File: config.mk
export PLATFORM = sky130hd
export DESIGN_NAME = valid_ack_pipe
export DESIGN_NICKNAME = d
export VERILOG_FILES = /design/src/rtl/valid_ack_pkg.sv /design/src/rtl/valid_ack_stage.sv /design/src/rtl/valid_ack_pipe.sv
export SDC_FILE = /design/constraint.sdc
export NUM_CORES = 1
export LEC_CHECK = 0
export CAP_MARGIN = 25
export CORE_UTILIZATION = 40
export CTS_BUF_LIST = sky130_fd_sc_hd__clkbuf_4 sky130_fd_sc_hd__clkbuf_8 sky130_fd_sc_hd__clkbuf_16
export CTS_CLUSTER_SIZE = 25
export DETAILED_ROUTE_END_ITERATION = 12
export GPL_TIMING_DRIVEN = 1
export PLACE_DENSITY = 0.65
export REMOVE_ABC_BUFFERS = 1
export SLEW_MARGIN = 20
export SYNTH_ARGS = -nofsm -noshare
export SYNTH_HDL_FRONTEND = slang
export SYNTH_SLANG_ARGS = --single-unit
File: constraint.sdc
create_clock -name clk -period 1.6 [get_ports clk]
set_clock_uncertainty 0.1 [all_clocks]
set_input_delay 0.24 -clock clk [delete_from_list [all_inputs] [get_ports clk]]
set_output_delay 0.24 -clock clk [all_outputs]
set_load 0.05 [all_outputs]
File: src/rtl/valid_ack_pkg.sv
// Shared constants and helpers for the valid/ack register pipeline.
// Payload width and depth defaults live here; the count width is derived from depth.
package valid_ack_pkg;

    localparam int DEFAULT_DATA_W = 3;
    localparam int DEFAULT_DEPTH  = 4;

    typedef logic [DEFAULT_DATA_W-1:0] payload_t;

    // Bits needed to represent occupancy 0..depth inclusive.
    function automatic int cnt_width(input int depth);
        return $clog2(depth + 1);
    endfunction

endpackage

File: src/rtl/valid_ack_stage.sv
// One register slot of the valid/ack pipeline: loads whenever it is empty or
// the slot downstream of it is ready, and collapses bubbles while stalled.
module valid_ack_stage
    import valid_ack_pkg::*;
#(
    parameter int DATA_W = DEFAULT_DATA_W
) (
    input  logic              clk,
    input  logic              rst_n,
    input  logic              flush,
    input  logic              valid_i,
    input  logic [DATA_W-1:0] data_i,
    input  logic              rdy_i,
    output logic              valid_o,
    output logic [DATA_W-1:0] data_o,
    output logic              rdy_o
);

    // An empty slot always accepts, even when everything downstream is stalled.
    assign rdy_o = !valid_o || rdy_i;

    // NOTE: state registers use non-blocking assignments so every slot samples
    // its neighbour's pre-edge value and the chain shifts by exactly one.
    always_ff @(posedge clk or negedge rst_n) begin
        if (!rst_n) begin
            valid_o <= 1'b0;
            // NOTE: the payload register is reset as well so data_out reads 0
            // out of reset instead of X.
            data_o  <= '0;
        end else if (flush) begin
            valid_o <= 1'b0;
        end else if (rdy_o) begin
            valid_o <= valid_i;
            if (valid_i) begin
                data_o <= data_i;
            end
        end
    end

endmodule

File: src/rtl/valid_ack_pipe.sv
// DEPTH-slot valid/ack pipeline with synchronous flush, occupancy count and
// full/empty flags. The ready path is combinational from ack_in to ack_out.
module valid_ack_pipe
    import valid_ack_pkg::*;
#(
    parameter int DATA_W = DEFAULT_DATA_W,
    parameter int DEPTH  = DEFAULT_DEPTH
) (
    input  logic                        clk,
    input  logic                        rst_n,
    input  logic                        valid_in,
    input  logic [DATA_W-1:0]           data_in,
    output logic                        ack_out,
    output logic                        valid_out,
    output logic [DATA_W-1:0]           data_out,
    input  logic                        ack_in,
    input  logic                        flush,
    output logic [cnt_width(DEPTH)-1:0] count,
    output logic                        full,
    output logic                        empty
);

    localparam int CNT_W = cnt_width(DEPTH);

    logic in_fire;
    logic out_fire;

    // Each slot gets its own signals so the ready chain is not one self-referencing vector.
    for (genvar k = 0; k < DEPTH; k++) begin : g_stage
        logic              v_in;
        logic [DATA_W-1:0] d_in;
        logic              rdy_nxt;
        logic              v_q;
        logic [DATA_W-1:0] d_q;
        logic              rdy;

        if (k == 0) begin : g_first
            assign v_in = valid_in;
            assign d_in = data_in;
        end else begin : g_mid
            assign v_in = g_stage[k-1].v_q;
            assign d_in = g_stage[k-1].d_q;
        end

        if (k == DEPTH - 1) begin : g_last
            assign rdy_nxt = ack_in;
        end else begin : g_inner
            assign rdy_nxt = g_stage[k+1].rdy;
        end

        valid_ack_stage #(
            .DATA_W (DATA_W)
        ) u_stage (
            .clk     (clk),
            .rst_n   (rst_n),
            .flush   (flush),
            .valid_i (v_in),
            .data_i  (d_in),
            .rdy_i   (rdy_nxt),
            .valid_o (v_q),
            .data_o  (d_q),
            .rdy_o   (rdy)
        );
    end

    // Flush blocks both handshakes in the cycle it is asserted.
    assign ack_out   = g_stage[0].rdy && !flush;
    assign valid_out = g_stage[DEPTH-1].v_q && !flush;
    assign data_out  = g_stage[DEPTH-1].d_q;

    assign in_fire  = valid_in && ack_out;
    assign out_fire = valid_out && ack_in;

    always_ff @(posedge clk or negedge rst_n) begin
        if (!rst_n) begin
            count <= '0;
        end else if (flush) begin
            count <= '0;
        end else begin
            case ({in_fire, out_fire})
                2'b10:   count <= count + CNT_W'(1);
                2'b01:   count <= count - CNT_W'(1);
                default: count <= count;
            endcase
        end
    end

    assign full  = (count == CNT_W'(DEPTH));
    assign empty = (count == '0);

endmodule

==> results.json, run 1 <==
{
  "synth.most_common_cell": "dfrtp_1",
  "maxCapViolations": 0,
  "io_pins": 18,
  "power_uw": 1460,
  "synth_area_leaders": "dfrtp_1 (54%), mux2_2 (15%), nor2_1 (5.6%), fa_1 (2.3%), xor2_1 (2.0%)",
  "met2_usage": 0.287,
  "grt_use_total": 0.182,
  "yosysTopAreaCellShare": 0.542,
  "synth_largest_area_cell": "dfrtp_1",
  "hold_violations": 0,
  "ff2ff_setup_slack_ps": -150,
  "cp.arrival_ps": 1440,
  "grt_start_max_net_pins": 20,
  "max-vdd-ir-drop_mv": 0.620,
  "ys_async_sr_fraction": 1.00,
  "initial_core_util": 0.438,
  "grt_pass1_vias": 694,
  "yosys_warnings": 0,
  "synth.avg_cell_area_sq_um": 12.2,
  "place_congestion": 0.767,
  "antenna_found_initial": 0,
  "dieWidth_um": 48.8,
  "dr.pass1.iters": 4,
  "synth_edf_count": 0,
  "drv_slew": 0,
  "status": "complete, but fails checks",
  "core_sq_um": 2000,
  "setup_viol": 17,
  "antenna_cells": 0,
  "vias": 673,
  "crit_fanout": 4,
  "finalCritPeriodShare": 1.11,
  "hold_path.class": "input port to async pin",
  "pre_cts_slack_ps": -592,
  "drive_above_1_share": 0.536,
  "port_buffers": 17,
  "finalCriticalPeriod_ps": 1780,
  "placed_cell_area_sq_um": 1250,
  "p_leak_uw": 0.000658,
  "yosysSeqAreaShare": 0.542,
  "dieArea_sq_um": 2380,
  "r2r_end": "g_stage[1].u_stage.data_o[0]",
  "drt_iter0_drc": 13,
  "layoutNonFillerInstCount": 137,
  "r2r_start": "g_stage[3].u_stage.valid_o",
  "use_met3": 0.0561,
  "worst_pin_slew_ps": 238,
  "powerDensity_nw_per_um2": 1010,
  "avgRoutedWirePerCell_um": 13.6,
  "violations": "setup timing",
  "ys_seq_elements": 19,
  "clock-root-buffer": "clkbuf_4",
  "drt_wl_total_um": 1860,
  "grt_pass1_wl_um": 3240,
  "cts_made_buffers": 3,
  "drcViolationCount": 0,
  "final_antenna_net_count": 0,
  "crit_required_ps": 1260,
  "dp.cells": 127,
  "fmax_mhz": 563,
  "netlist_top_cells_count": "dfrtp_1 (19), nor2_1 (13), mux2_2 (12)",
  "end_kind": "output pin",
  "grt_use_met1": 0.245,
  "yosysUniqueCellTypes": 26,
  "cts_tree": "yes",
  "hpwlAfterDp_um": 1260,
  "synthCells": 72,
  "die_y_um": 48.8,
  "rows": 16,
  "rsz0062_at_grt": "yes",
  "fin_nets": 120,
  "postLayoutCellArea_sq_um": 1440,
  "clk_pin_slew_ps": 100,
  "synth_flop_cell": "dfrtp_1",
  "setup_slack_ps": -176,
  "cts.sinks": 19,
  "gr-max-usage-layer": "met2",
  "relSlewSlack": 0.841,
  "startpoint_type": "flop",
  "clk_path_buf_depth": 2,
  "reg2reg_depth": 5,
  "synthToLayoutAreaGrowth_pct": 64.1,
  "critPathKind": "flop to output pin",
  "cts.htree.levels": 1,
  "grt_overflow": 0,
  "avgViaCountPerCell": 4.91,
  "clock_latency_ps": 290,
  "syn-cell-area_sq_um": 877
}
## critical path: stages (launching register included)
cell and delay (ps):
dfrtp_1 410, buf_6 120, and4b_1 190, and2_4 190, nor2_4 100, buf_12 140
## metrics by stage
step,TNS (ps),utilization,hold slack (ps)
final,-1370,0.719,158
after detailed placement,-6140,0.627,389
after global placement,-5520,0.627,382
after global routing,-2310,0.719,166
after floorplan,-1670,-,-156
after CTS,-1930,0.698,157
## cell type report
type | count | area, sq um
clock buffer | 4 | 30.0
fill | 145 | 563
multi-input combinational | 52 | 489
sequential | 19 | 477
tap | 27 | 33.8
timing repair buffer | 35 | 409
## what timing repair did
action / in CTS / in global routing
hold buffers: 0 / 0
setup endpoints to repair: 15 / 19
resized for setup: 18 / 13
pin swaps: 6 / 7
setup buffers: 7 / 0
cloned: 0 / 0
## sequential cells by signal (all words and copies together) (netlist names)
name and flops:
g_stage.u_stage.valid_o 4, g_stage.u_stage.data_o 12, count 3
## worst max-delay path by stage
stage,start,end,slack (ps),cells after the start
after floorplan,count[2],full,-650,1
after global placement,valid_in,count[2],-510,8
after detailed placement,valid_in,count[2],-590,8
after CTS,g_stage[3].u_stage.valid_o,ack_out,-200,5
after global routing,g_stage[3].u_stage.valid_o,count[2],-240,7
final,g_stage[3].u_stage.valid_o,ack_out,-180,5
## kinds of logic (layout without fill, tap and decap cells)
kind of cell               after synthesis  count (layout)  share of synthesized area
buffers and inverters                    1              39                    0.00428
DFF                                     19              19                      0.542
adders and majority gates                1               1                     0.0228
and+or+nand+nor                         31              31                      0.197
AOI/OAI and AO/OA                        5               5                     0.0485
xor gates and xnor gates                 2               2                     0.0200
muxes                                   13              13                      0.165
## report_power, final
group          total [uW]  switching (uW)  internal (uW)
sequential            652            69.9            582
clock                 250             136            114
combinational         558             262            296
## cells in the final DEF (no fill, tap or decap)
cell	n
nand2_1	3
and3_1	1
or3_1	1
and2_4	1
dlygate4sd2_1	2
or3b_4	2
buf_12	9
nor2_4	2
and3b_1	1
mux2_2	7
buf_4	14
fa_2	1
nor2_1	11
a311oi_2	1
and2b_2	1
buf_6	5
nor3_4	1
o21ai_0	1
nand2b_2	1
a21oi_1	1
mux2i_1	1
nand3b_1	2
clkbuf_4	4
mux2_4	5
nor2b_4	1
a21boi_0	1
dfrtp_2	1
o311a_4	1
nor3b_4	1
and4b_1	1
nor3b_2	1
xor2_1	2
dfrtp_1	18
clkdlybuf4s50_1	5
## layer usage
layer / vias up / part of all wire
met1: 327 / 0.47
met5: - / 0
li1: 333 / -
met2: 10 / 0.49
met3: 3 / 0.033
met4: 0 / 0.0054
No activity file was read; power rests on OpenSTA's default activity.
==> inputs of run 2 (changes only) <==
Settings changed: HOLD_SLACK_MARGIN set to 0.02.
==> results of run 2 <==
No change in the layout: final DEF, timing and power equal those of run 1.
==> inputs of run 3 (changes only) <==
Settings changed: CORE_MARGIN set to 3, GPL_ROUTABILITY_DRIVEN set to 1.
==> results.json, run 3 (synthesized netlist as in run 1, its figures left out) <==
{
  "status": "complete, but fails checks",
  "violations": "setup timing",
  "tns_ps": -1240,
  "cts.htree.levels": 1,
  "layout_common_cells": "dfrtp_1 (19), buf_4 (19), nor2_1 (10), buf_12 (9), mux2_2 (8)",
  "cts_made_buffers": 3,
  "wl_met3_um": 67,
  "hold_violations": 0,
  "hpwlAfterDp_um": 1270,
  "die_y_um": 52.8,
  "antenna_cells": 0,
  "finalCritPeriodShare": 1.12,
  "crit_fanout": 5,
  "rows": 16,
  "drt_wl_total_um": 1840,
  "setup_slack_ps": -191,
  "end_kind": "output pin",
  "wl_met2_um": 923,
  "relSlewSlack": 0.773,
  "clock_latency_ps": 290,
  "top_layer": "met4",
  "power_uw": 1450,
  "cp.arrival_ps": 1450,
  "startpoint_type": "flop",
  "worst_pin_slew_ps": 338,
  "clk_path_buf_depth": 2,
  "dieArea_sq_um": 2790,
  "initial_core_util": 0.434,
  "critPathKind": "flop to output pin",
  "place_congestion": 0.762,
  "drt_iter0_drc": 5,
  "wl_met1_um": 824,
  "vias": 701,
  "hold_path.class": "input port to async pin",
  "avgRoutedWirePerCell_um": 13.2,
  "clk_pin_slew_ps": 120,
  "drv_slew": 0,
  "max_stage_delay_ps": 420,
  "avgViaCountPerCell": 5.04,
  "rsz0062_at_grt": "yes",
  "path_cells": "buf_6, and4b_1, and2_4, nor2_4, buf_12",
  "io_pins": 18,
  "cts_hold_buf": 0,
  "slowest_stage": "dfrtp_1",
  "finalCriticalPeriod_ps": 1790,
  "maxCapViolations": 0,
  "clock-root-buffer": "clkbuf_4",
  "grt_use_total": 0.159,
  "port_buffers": 17,
  "p_leak_uw": 0.000653,
  "regMostFlops": "g_stage.u_stage.data_o",
  "grt_start_max_net_pins": 20,
  "largest_reg_flops": 12,
  "synthToLayoutAreaGrowth_pct": 62.2,
  "dieWidth_um": 52.8,
  "fmax_mhz": 558,
  "grt_pass1_wl_um": 3260,
  "grt_overflow": 0,
  "powerDensity_nw_per_um2": 1020,
  "drive_above_1_share": 0.536,
  "fill_cells": 139,
  "dr.pass1.iters": 4,
  "cts.sinks": 19,
  "reg_top3": "g_stage.u_stage.data_o (12), g_stage.u_stage.valid_o (4), count (3)",
  "core_sq_um": 2020,
  "max-vdd-ir-drop_mv": 0.805,
  "cts_tree": "yes",
  "crit_required_ps": 1260,
  "antenna_found_initial": 0,
  "final_antenna_net_count": 0,
  "setup_viol": 12,
  "fin_nets": 122,
  "grt_pass1_vias": 714,
  "drcViolationCount": 0
}
## run 3: changes by cell type in the layout (fill, tap and decap cells not counted), sizes merged
cell      before  now
buf           28   30
clkbuf         4    3
clkinvlp       0    1
## run 3: repair_timing
| action | CTS | global route |
|---|---|---|
| pin swaps | 10 | 9 |
| endpoints found under the setup margin | 15 | 17 |
| buffers inserted | 9 | 0 |
| cloned | 0 | 0 |
| resized for setup | 16 | 8 |
## run 3: path summary, 6_finish.rpt
path	from	endpoint	slack, ps	cells after the start
max	g_stage[3].u_stage.valid_o	ack_out	-190	5
min	rst_n	g_stage[0].u_stage.data_o[2]	160	2
min in group clk	valid_in	g_stage[0].u_stage.valid_o	360	4
min reg2reg	g_stage[1].u_stage.data_o[1]	g_stage[2].u_stage.data_o[1]	420	1
max in group asynchronous	rst_n	g_stage[0].u_stage.valid_o	1050	2
max reg2reg	g_stage[3].u_stage.valid_o	count[2]	-180	7
## run 3: per-layer routing
metal / GRT usage / vias up
li1: - / 334
met1: 0.228 / 355
met2: 0.238 / 10
met3: 0.0256 / 2
met4: 0.0638 / 0
met5: 0 / -
## run 3: through the flow
stage	setup slack (ps)	area [sq um]	hold WS, ps	utilization	cells
floorplan	-652	873	-156	-	71
global placement	-514	1260	385	0.624	128
detailed placement	-607	1260	393	0.624	128
CTS	-227	1400	159	0.691	139
global route	-278	1420	166	0.704	139
finish	-191	1420	156	0.704	139
## run 3: area by class of cell
type | count | area (sq um) | area share
repair buffers | 37 | 413 | 0.290
clock buffers | 3 | 22.5 | 0.0158
well taps | 27 | 33.8 | 0.0237
clock inverters | 1 | 7.51 | 0.00528
multi-input cells | 52 | 470 | 0.331
flip-flops and latches | 19 | 475 | 0.334
## run 3: critical path, delay by kind of cell, from the launching register on
kind          cells  cell delay (ps)
buf+inv           2              270
simple gates      3              460
flops             1              420
## run 3: report_power, final
group | leakage, uW | total (uW) | internal, uW | switching (uW)
logic | 0.000398 | 548 | 291 | 257
clock network | 0.0000139 | 252 | 94.9 | 157
registers | 0.000240 | 651 | 581 | 69.1
total | 0.000653 | 1450 | 968 | 484
